<file path="src/rtl/codec_init_pkg.sv">
// Shared definitions for the codec register-initialisation sequencer.
// Holds the FSM state type, the codec device address and the register table.
// Table entries are {reg[6:0], data[8:0]} pairs, sent as two I2C bytes.
package codec_init_pkg;

    typedef enum logic [2:0] {
        IDLE,
        WAIT_PWR,
        ISSUE,
        WAIT_DONE,
        DONE,
        ERROR
    } state_t;

    localparam int         NUM_REGS   = 9;
    localparam logic [6:0] CODEC_ADDR = 7'h1A;

    typedef struct packed {
        logic [6:0] addr;
        logic [8:0] data;
    } reg_entry_t;

    // Write order matters: reset the codec first (R15), leave power-down
    // configuration before the interface format, and activate (R9) last so
    // the codec only starts running once fully configured.
    function automatic reg_entry_t table_entry(input logic [3:0] index);
        reg_entry_t entry;
        case (index)
            4'd0:    entry = '{addr: 7'd15, data: 9'h000};
            4'd1:    entry = '{addr: 7'd6,  data: 9'h010};
            4'd2:    entry = '{addr: 7'd0,  data: 9'h017};
            4'd3:    entry = '{addr: 7'd1,  data: 9'h017};
            4'd4:    entry = '{addr: 7'd4,  data: 9'h012};
            4'd5:    entry = '{addr: 7'd5,  data: 9'h000};
            4'd6:    entry = '{addr: 7'd7,  data: 9'h002};
            4'd7:    entry = '{addr: 7'd8,  data: 9'h000};
            4'd8:    entry = '{addr: 7'd9,  data: 9'h001};
            default: entry = '{addr: 7'd0,  data: 9'h000};
        endcase
        return entry;
    endfunction

endpackage

</file>
<file path="src/rtl/codec_init_rom.sv">
// Purpose: maps a table index to the two I2C payload bytes of that entry.
// Latency: combinational. Backpressure: none (pure lookup).
// Ports: index[3:0] in; byte0 = {reg[6:0], data[8]}, byte1 = data[7:0] out.
//        Indices past the table return zero bytes.
module codec_init_rom
    import codec_init_pkg::*;
(
    input  logic [3:0] index,
    output logic [7:0] byte0,
    output logic [7:0] byte1
);

    reg_entry_t entry;

    always_comb begin
        entry = table_entry(index);
        byte0 = {entry.addr, entry.data[8]};
        byte1 = entry.data[7:0];
    end

endmodule

</file>
<file path="src/rtl/codec_init_seq.sv">
// Purpose: after go, waits POWERUP_WAIT cycles then writes the codec register
//          table over an external I2C master, one entry per transaction.
// Latency: first i2c_start 5 cycles after go with POWERUP_WAIT=4 (go cycle +
//          POWERUP_WAIT countdown + one ISSUE cycle); outputs are registered.
// Backpressure: holds in ISSUE while i2c_busy=1; each write waits for
//          i2c_done, bounded by a TIMEOUT_CYCLES watchdog.
// Ports: clk, reset (sync, active-high); go; i2c_busy/i2c_done/i2c_nack from
//        the master; i2c_start, i2c_dev_addr, i2c_byte0/1 to the master;
//        cur_index, init_done, init_err, audio_en status.
// Option: define CODEC_INIT_RETRY_EN to re-issue a failed entry up to
//        MAX_RETRY times before giving up; otherwise any failure is fatal.
module codec_init_seq
    import codec_init_pkg::*;
#(
    parameter int unsigned POWERUP_WAIT   = 12288,
    parameter int unsigned TIMEOUT_CYCLES = 65535,
    parameter int unsigned MAX_RETRY      = 3
) (
    input  logic       clk,
    input  logic       reset,
    input  logic       go,
    input  logic       i2c_busy,
    input  logic       i2c_done,
    input  logic       i2c_nack,
    output logic       i2c_start,
    output logic [6:0] i2c_dev_addr,
    output logic [7:0] i2c_byte0,
    output logic [7:0] i2c_byte1,
    output logic [3:0] cur_index,
    output logic       init_done,
    output logic       init_err,
    output logic       audio_en
);

    localparam int WW = (POWERUP_WAIT   < 2) ? 1 : $clog2(POWERUP_WAIT + 1);
    localparam int TW = (TIMEOUT_CYCLES < 2) ? 1 : $clog2(TIMEOUT_CYCLES + 1);
    localparam logic [3:0] LAST_INDEX = 4'(NUM_REGS - 1);

    state_t        state;
    logic [WW-1:0] wait_cnt;
    logic [TW-1:0] wdog_cnt;
    logic [7:0]    rom_byte0;
    logic [7:0]    rom_byte1;
    logic          xfer_ok;
    logic          xfer_fail;
    logic          can_retry;

`ifdef CODEC_INIT_RETRY_EN
    localparam int RW = (MAX_RETRY < 1) ? 1 : $clog2(MAX_RETRY + 1);
    logic [RW-1:0] retry_cnt;
`endif

    assign i2c_dev_addr = CODEC_ADDR;

    codec_init_rom u_rom (
        .index (cur_index),
        .byte0 (rom_byte0),
        .byte1 (rom_byte1)
    );

    // i2c_done wins over a watchdog expiry landing in the same cycle, so a
    // slow-but-successful transaction is never misreported as a timeout.
    always_comb begin
        xfer_ok   = (state == WAIT_DONE) && i2c_done && !i2c_nack;
        xfer_fail = (state == WAIT_DONE) &&
                    ((i2c_done && i2c_nack) || (!i2c_done && wdog_cnt == '0));
`ifdef CODEC_INIT_RETRY_EN
        can_retry = (retry_cnt < RW'(MAX_RETRY));
`else
        can_retry = 1'b0;
`endif
    end

    always_ff @(posedge clk) begin
        if (reset) begin
            state     <= IDLE;
            wait_cnt  <= '0;
            wdog_cnt  <= '0;
            i2c_start <= 1'b0;
            i2c_byte0 <= '0;
            i2c_byte1 <= '0;
            cur_index <= '0;
            init_done <= 1'b0;
            init_err  <= 1'b0;
            audio_en  <= 1'b0;
`ifdef CODEC_INIT_RETRY_EN
            retry_cnt <= '0;
`endif
        end else begin
            // i2c_start is a one-cycle strobe; only ISSUE raises it.
            i2c_start <= 1'b0;

            case (state)
                IDLE, DONE, ERROR: begin
                    if (go) begin
                        init_done <= 1'b0;
                        init_err  <= 1'b0;
                        audio_en  <= 1'b0;
                        cur_index <= '0;
`ifdef CODEC_INIT_RETRY_EN
                        retry_cnt <= '0;
`endif
                        wait_cnt  <= WW'(POWERUP_WAIT - 1);
                        state     <= WAIT_PWR;
                    end
                end

                WAIT_PWR: begin
                    if (wait_cnt == '0) begin
                        state <= ISSUE;
                    end else begin
                        wait_cnt <= wait_cnt - 1'b1;
                    end
                end

                ISSUE: begin
                    // Bytes are latched here and left untouched until the
                    // next ISSUE, keeping them stable for the whole transfer.
                    if (!i2c_busy) begin
                        i2c_start <= 1'b1;
                        i2c_byte0 <= rom_byte0;
                        i2c_byte1 <= rom_byte1;
                        wdog_cnt  <= TW'(TIMEOUT_CYCLES - 1);
                        state     <= WAIT_DONE;
                    end
                end

                WAIT_DONE: begin
                    if (xfer_ok) begin
                        if (cur_index == LAST_INDEX) begin
                            init_done <= 1'b1;
                            audio_en  <= 1'b1;
                            state     <= DONE;
                        end else begin
                            cur_index <= cur_index + 4'd1;
`ifdef CODEC_INIT_RETRY_EN
                            retry_cnt <= '0;
`endif
                            state     <= ISSUE;
                        end
                    end else if (xfer_fail) begin
                        if (can_retry) begin
`ifdef CODEC_INIT_RETRY_EN
                            retry_cnt <= retry_cnt + 1'b1;
`endif
                            state     <= ISSUE;
                        end else begin
                            init_err <= 1'b1;
                            audio_en <= 1'b0;
                            state    <= ERROR;
                        end
                    end else begin
                        wdog_cnt <= wdog_cnt - 1'b1;
                    end
                end

                default: state <= IDLE;
            endcase
        end
    end

endmodule

</file>
<file path="config.mk">
export PLATFORM = sky130hd
export DESIGN_NAME = codec_init_seq
export DESIGN_NICKNAME = d
export VERILOG_FILES = /design/src/rtl/codec_init_pkg.sv /design/src/rtl/codec_init_rom.sv /design/src/rtl/codec_init_seq.sv
export SDC_FILE = /design/constraint.sdc
export NUM_CORES = 1
export LEC_CHECK = 0
export CAP_MARGIN = 20
export CORE_MARGIN = 5
export CORE_UTILIZATION = 55
export CTS_CLUSTER_SIZE = 30
export DETAILED_ROUTE_END_ITERATION = 12
export GPL_TIMING_DRIVEN = 0
export PLACE_DENSITY = 0.81
export SYNTH_ARGS = -nofsm -noshare
export SYNTH_HDL_FRONTEND = slang
export SYNTH_SLANG_ARGS = --single-unit
</file>
<file path="constraint.sdc">
create_clock -name clk -period 1.9 [get_ports clk]
set_input_delay 0.38 -clock clk [delete_from_list [all_inputs] [get_ports clk]]
set_output_delay 0.38 -clock clk [all_outputs]
set_load 0.01 [all_outputs]
</file>
; ---- Word-level counts from Yosys, hierarchy flattened
; Memories as Yosys holds them, arrays and structs flattened. A register that Yosys moved wholly into a read port is not among the register bits.
; Cells that the tools add are included.
[totals]
ff_bits = 57
mem_bits_ro = 128
input_bits = 6
memories = 1
[mem_list]
columns = name, words, word_bits, rd, rd_ports_with_merged_regs, wr, line
row1 = (name not given), 16, 8, 1, 1, 0, codec_init_pkg.sv:28  ; case (index)
[classes]
add_sub_neg = 3
eq_ne = 18
muxes = 29
n_bitwise = 2
reduce_logical = 24
[ops]
columns = cell, n
row1 = 16-bit 2-to-1 mux, 3
row2 = 16-bit case mux with 2 select lines, 1
row3 = 14-bit 2-to-1 mux, 2
row4 = 14-bit case mux with 2 select lines, 1
row5 = 4-bit AND reduction, 6
row6 = 3-bit 2-to-1 mux, 6
row7 = "2-bit inequality test, second input constant", 9
row8 = 16-bit zero test, 1
row9 = "16-bit by 1-bit subtractor with 16-bit output, second input constant", 1
row10 = 14-bit zero test, 1
row11 = "14-bit by 1-bit subtractor with 14-bit output, second input constant", 1
row12 = 4-bit 2-to-1 mux, 3
row13 = 3-bit case mux with 4 select lines, 1
row14 = 1-bit 2-to-1 mux, 8
row15 = 4-bit case mux with 2 select lines, 1
row16 = "3-bit by 2-bit equality test with 1-bit output, second input constant", 2
row17 = "3-bit equality test, second input constant", 2
row18 = 1-bit case mux with 2 select lines, 3
row19 = 2-bit nonzero test, 3
row20 = 1-bit logical AND, 5
row21 = "4-bit by 1-bit adder with 4-bit output, second input constant", 1
row22 = "4-bit equality test, second input constant", 1
row23 = "3-bit by 1-bit equality test with 1-bit output, second input constant", 1
row24 = 3-bit zero test, 1
row25 = 10 further kinds, 12

; ---- Depth between registers and ports, before layout
; Gate-level depths: netlist of run 1.
[depth]
word_depth = 7
mapped_depth = 8
ltp_nobuf = 7

; ---- Modules after synthesis
; From an unflattened synthesis of run 1, not the netlist that was laid out.
[hier_totals]
hier_cells = 385
area_unflattened_um2 = 3131.8
[modules_own_cells]
columns = module, instances, cells_per_inst, area_per_inst_um2
row1 = codec_init_seq, 1, 349, 2874.0
row2 = codec_init_rom, 1, 36, 257.7

; ---- Worst setup path before layout of run 1
; OpenSTA, ideal clock, no wires.
[synth_path]
kind = register -> register
from = reg cur_index[0]
to = reg cur_index[1]
setup_time_ns = 0.132
arrival_ns = 1.635
setup_slack_ns = 0.132
stages_incl_launch_ff = 8
path_buffers = 0
period_less_slack_ns = 1.768
cell_sequence = dfxtp_1 inv_1 ha_1 and3b_1 nor3_1 nor2_1 mux2i_1 nor3_1
[synth_via]
elab_chain_cells = 4
[synth_rtl]
columns = item, line
row1 = from (decl), codec_init_seq.sv:29  ; output logic [3:0] cur_index,
row2 = from (signal assigned), codec_init_seq.sv:135  ; cur_index <= cur_index + 4'd1;
row3 = 4-bit by 1-bit adder with 4-bit output, codec_init_seq.sv:135
row4 = 4-bit 2-to-1 mux, codec_init_seq.sv:130  ; if (cur_index == LAST_INDEX) begin
row5 = 4-bit 2-to-1 mux, codec_init_seq.sv:129  ; if (xfer_ok) begin
row6 = 4-bit case mux with 2 select lines, codec_init_seq.sv:93  ; case (state)
; Several ways; a longest one is shown, not always the timed one. The select of a mux whose other input is x is not followed.
; A chain may end at the register's enable or synchronous reset.

; ---- Worst setup path after layout of run 1
[layout_path]
from = reg state[0]
to = reg wait_cnt[10]
[layout_via]
elab_chain_cells = 4
[layout_rtl]
columns = item, line
row1 = from (decl), codec_init_seq.sv:39  ; state_t state;
row2 = from (signal assigned), codec_init_seq.sv:76  ; state <= IDLE;
row3 = from (signal assigned), codec_init_seq.sv:104  ; state <= WAIT_PWR;
row4 = from (signal assigned), codec_init_seq.sv:110  ; state <= ISSUE;
row5 = 3-bit equality test / 3-bit zero test (equally long branches), codec_init_seq.sv:93
row6 = 3-bit OR reduction, codec_init_seq.sv:93
row7 = 2-bit inequality test (no source line) / 2-bit nonzero test (equally long branches), n/a
row8 = 3-bit AND reduction (no source line), n/a
row9 = to (signal assigned), codec_init_seq.sv:103  ; wait_cnt <= WW'(POWERUP_WAIT - 1);
row10 = to (signal assigned), codec_init_seq.sv:112  ; wait_cnt <= wait_cnt - 1'b1;
row11 = to (decl), codec_init_seq.sv:40  ; logic [WW-1:0] wait_cnt;
; Several ways; a longest one is shown, not always the timed one.

==> reports/results.txt, run 1 <==
The analysis attributes to cell leakage a power of 1.24 nW. With fillers left out, the area of the finished cells amounts to 0.00339 mm². The later pin in the worst-skew pair is clocked with a latency of 0.30 ns. The actual slew at the worst max-slew pin was 0.557 ns; the final global-route overflow total was 0. STA classifies the critical path endpoint as a flop. The slack of the critical path is 0.0811 ns. The first global-routing pass estimated 10,200 µm of wire. Data on the critical path arrives at its endpoint at 2.05 ns. In this run the worst path has a maximum fanout of 10. In this run the cell area measured after placement is 0.00321 mm².

Overall power after layout: 3.38 mW. The final antenna diode count was 0. In this run, post-CTS hold repair placed 0 buffers. Row generation in the floorplan step produced 26 rows. Number of fill cells in the layout: 436. The starting density of the core is 0.564, and the number of register bits inferred by synthesis is 49.

The Yosys step of the flow raised 0 warnings. The worst min-delay path category was reg2reg. The synthesized design spends more area on one cell type than any other, namely sky130_fd_sc_hd__dfxtp_1. The minimum period implied by the final worst setup slack works out to 1.82 ns. For the worst flop-to-flop path, the logic depth is 6. Number of iterations in the first detailed-routing pass: 4. The synthesized netlist occupies a cell area of 0.00286 mm². The floorplan step defined a core boundary enclosing 0.00507 mm².

In this design, the largest share of critical-path delay is due to simple AND/OR/NAND/NOR gates. The tools report the total of max-cap violations as 0. The routed design has 6270 µm of wire. 37 I/O pins were placed. In this run, distinct cell masters in the synthesized netlist total 61. The count of final max-slew check failures was 0. Clock tree synthesis found a total of 49 sinks. The part of the cycle the worst path needs was 0.957; the cell total after placement was 422.

The via density per instance came out at 5.50. Dividing the detail-routed wire length by the instance count gives 14.5 µm. From bottom edge to top edge, the die measures 82.1 µm. The cell count of the worst hold path was 2; the maximum vdd drop was 0.000681 V.

The tools report the number of buffers on the longest clock path as 2. The maximum number of pins on one net before global-route repair came out at 16. The wire-length estimate of the detail-placed layout is 4440 µm. The tools report the worst relative slew slack as 0.629. The slowest cell on the critical path is sky130_fd_sc_hd__nor3b_4.

The buffering stage count on the worst path with inverters included was 1; the clock skew was 0.00788 ns. Proportion of synthesized flip-flops having asynchronous set or reset: 0. Counting flops with a built-in enable in the synthesized netlist gives 0. The area fraction of the dominant cell type after synthesis came out at 0.343. The total routing resource utilization after global routing came out at 0.192. TritonCTS built the clock tree. In the final design database the tool counted 374 nets. In this run the number of cells on the critical path is 6. The die is 82.1 µm wide.

The category of the worst setup path launch point was a flop. In the layout the commonest cells are sky130_fd_sc_hd__dfxtp_1, sky130_fd_sc_hd__a21oi_1, sky130_fd_sc_hd__nor2_1. The clock transition at the registers of the reported paths is 0.10 ns.

The number of global-route vias before repair is 2,255, and the number of failing setup endpoints in the final timing report is 0. The number of buffers added on ports works out to 21. Reg-to-reg critical path startpoint: state[0]. The tools report the pre-CTS worst setup slack as -0.351 ns.

Traced cell by cell, the critical path runs through buf_4 > nor3b_4 > and3_1 > nand4b_1 > xor2_1 > a21oi_1. Yosys attributes the largest share of cell area to sky130_fd_sc_hd__dfxtp_1, sky130_fd_sc_hd__xor2_1, sky130_fd_sc_hd__a21oi_1. The post-route DRC violation count is 0. The number of antenna violations at the first check in global routing came out at 0. The floorplan step defined a die boundary enclosing 0.00675 mm². The number of violations reported at the end of detailed-routing iteration 0 came out at 148. The startpoint of the most critical hold path was wdog_cnt[0]. The tools report the level count of the clock H-tree as 2.

The hold violation total from the final report was 0; the total negative slack was 0 ns. The average instance area after synthesis was 9.00 µm². Data on the critical path is required at its endpoint by 2.13 ns. In the synthesized netlist the dominant register cell turns out to be sky130_fd_sc_hd__dfxtp_1. In this run the clock root is driven by a sky130_fd_sc_hd__clkbuf_8. The sequential fraction of the synthesis area was 0.343. Compared with the post-synthesis result, the final layout area differs by 18.5%. The final non-filler cell total is 431, and the largest incremental delay on the critical path is 0.41 ns. Setup repair after global routing could not meet its margin everywhere. The share of final-layout standard cells stronger than drive strength 1 is 0.186. The most critical setup path has its startpoint at state[0]. The number of cells produced by synthesis was 318. Classification of the worst setup path: reg2reg. Most frequent standard cell in the layout excluding fill and tap cells: sky130_fd_sc_hd__dfxtp_1. The final weighted congestion of routability-driven global placement is 0.839, and the CTS buffer count is 5. The detail route stage leaves a number of antenna-violating nets equal to 0. The run gives 550 MHz as the highest clock frequency the design can meet.

The run finished with clean final reports. The power density over cell area is 997 mW/mm², and the via count is 2,372.
[cell type report]
cell class | instances | area, µm² | area share
Buffer | 31 | 210 | 0.0620
Clock buffer | 7 | 96.3 | 0.0284
Clock inverter | 1 | 8.76 | 0.00258
Inverter | 10 | 37.5 | 0.0111
Multi-Input combinational cell | 242 | 1750 | 0.517
Sequential cell | 49 | 986 | 0.291
Tap cell | 70 | 87.6 | 0.0258
Timing Repair Buffer | 21 | 213 | 0.0627
[report_power, final]
part	total (mW)	internal, mW	switching (mW)
Combinational	1.33	0.579	0.747
Clock	0.698	0.337	0.361
Sequential	1.36	1.17	0.186
[worst register-to-register path, cell delays in order, from the launching register on]
cell	delay, ns
sky130_fd_sc_hd__dfxtp_1	0.35
sky130_fd_sc_hd__buf_4	0.19
sky130_fd_sc_hd__nor3b_4	0.41
sky130_fd_sc_hd__and3_1	0.33
sky130_fd_sc_hd__nand4b_1	0.14
sky130_fd_sc_hd__xor2_1	0.17
sky130_fd_sc_hd__a21oi_1	0.16
[cell usage after synthesis, types with 3 or more instances]
cell and number:
sky130_fd_sc_hd__nand2_1 13, sky130_fd_sc_hd__inv_1 9, sky130_fd_sc_hd__nand4_1 3, sky130_fd_sc_hd__buf_2 3
sky130_fd_sc_hd__nor2_1 33, sky130_fd_sc_hd__xor2_1 24, sky130_fd_sc_hd__nand3b_1 5, sky130_fd_sc_hd__nor4_4 6
sky130_fd_sc_hd__nor3_1 19, sky130_fd_sc_hd__o21ai_0 7, sky130_fd_sc_hd__clkbuf_1 8, sky130_fd_sc_hd__dfxtp_1 49
sky130_fd_sc_hd__ha_1 8, sky130_fd_sc_hd__buf_4 16, sky130_fd_sc_hd__nand4b_1 4, sky130_fd_sc_hd__mux2i_1 3
sky130_fd_sc_hd__a21oi_1 39, sky130_fd_sc_hd__o21ai_1 3, sky130_fd_sc_hd__nand3_1 9, sky130_fd_sc_hd__buf_6 4
[final timing paths]
| check | end | slack, ns |
|---|---|---|
| max | wait_cnt[10] | 0.08 |
| min | wdog_cnt[0] | 0.49 |
| max reg2reg | wait_cnt[10] | 0.08 |
| min reg2reg | wdog_cnt[0] | 0.49 |
[sequential cells by signal, indices dropped and copies added, names as in the netlist]
register / flops
wait_cnt: 14
i2c_byte0: 4
wdog_cnt: 16
i2c_byte1: 4
cur_index: 4
audio_en: 1
init_done: 1
state: 3
init_err: 1
i2c_start: 1
[logic make-up (layout without fill, tap and decap cells)]
kind of cell,after synthesis,after routing,synth area share
simple gates,117,118,0.273
compound gates,71,71,0.166
flops,49,49,0.343
buf+inv,41,70,0.0866
xor+xnor,26,26,0.0796
fa+ha+maj,8,8,0.0350
mux,4,4,0.0144
other cells,2,15,0.00262
[routing by layer]
metal  share of wire  global-route usage
met1            0.46               0.245
met2            0.49               0.329
met3           0.037              0.0347
met4           0.011              0.0548
met5               0                   0
[stage by stage]
stage,util,hold WS (ns)
after floorplan,-,0.445
after global placement,0.632,0.467
after CTS,0.656,0.492
after detailed placement,0.632,0.478
after global routing,0.668,0.533
final,0.668,0.490
[timing repair]
action | CTS | global route
gates resized for setup | 4 | 13
pin swaps | 2 | 2
hold endpoints to repair | 0 | 0
endpoints found under the setup margin | 13 | 24
buffers inserted | 0 | 0
cloned | 0 | 1
Power figures use the tool's default switching activity.
==> inputs of run 2 (changes only) <==
--- a/config.mk
+++ b/config.mk
@@ -5,13 +5,13 @@
 export SDC_FILE = /design/constraint.sdc
 export NUM_CORES = 1
 export LEC_CHECK = 0
-export CAP_MARGIN = 20
 export CORE_MARGIN = 5
 export CORE_UTILIZATION = 55
 export CTS_CLUSTER_SIZE = 30
 export DETAILED_ROUTE_END_ITERATION = 12
 export GPL_TIMING_DRIVEN = 0
 export PLACE_DENSITY = 0.81
+export SLEW_MARGIN = 15
 export SYNTH_ARGS = -nofsm -noshare
 export SYNTH_HDL_FRONTEND = slang
 export SYNTH_SLANG_ARGS = --single-unit
==> results of run 2 <==
Final layout, timing and power as in run 1 (identical DEF).
==> inputs of run 3 (changes only) <==
--- a/config.mk
+++ b/config.mk
@@ -11,7 +11,6 @@
 export DETAILED_ROUTE_END_ITERATION = 12
 export GPL_TIMING_DRIVEN = 0
 export PLACE_DENSITY = 0.81
-export SLEW_MARGIN = 15
 export SYNTH_ARGS = -nofsm -noshare
 export SYNTH_HDL_FRONTEND = slang
 export SYNTH_SLANG_ARGS = --single-unit
==> results of run 3 <==
Final layout, timing and power as in run 1 (identical DEF).
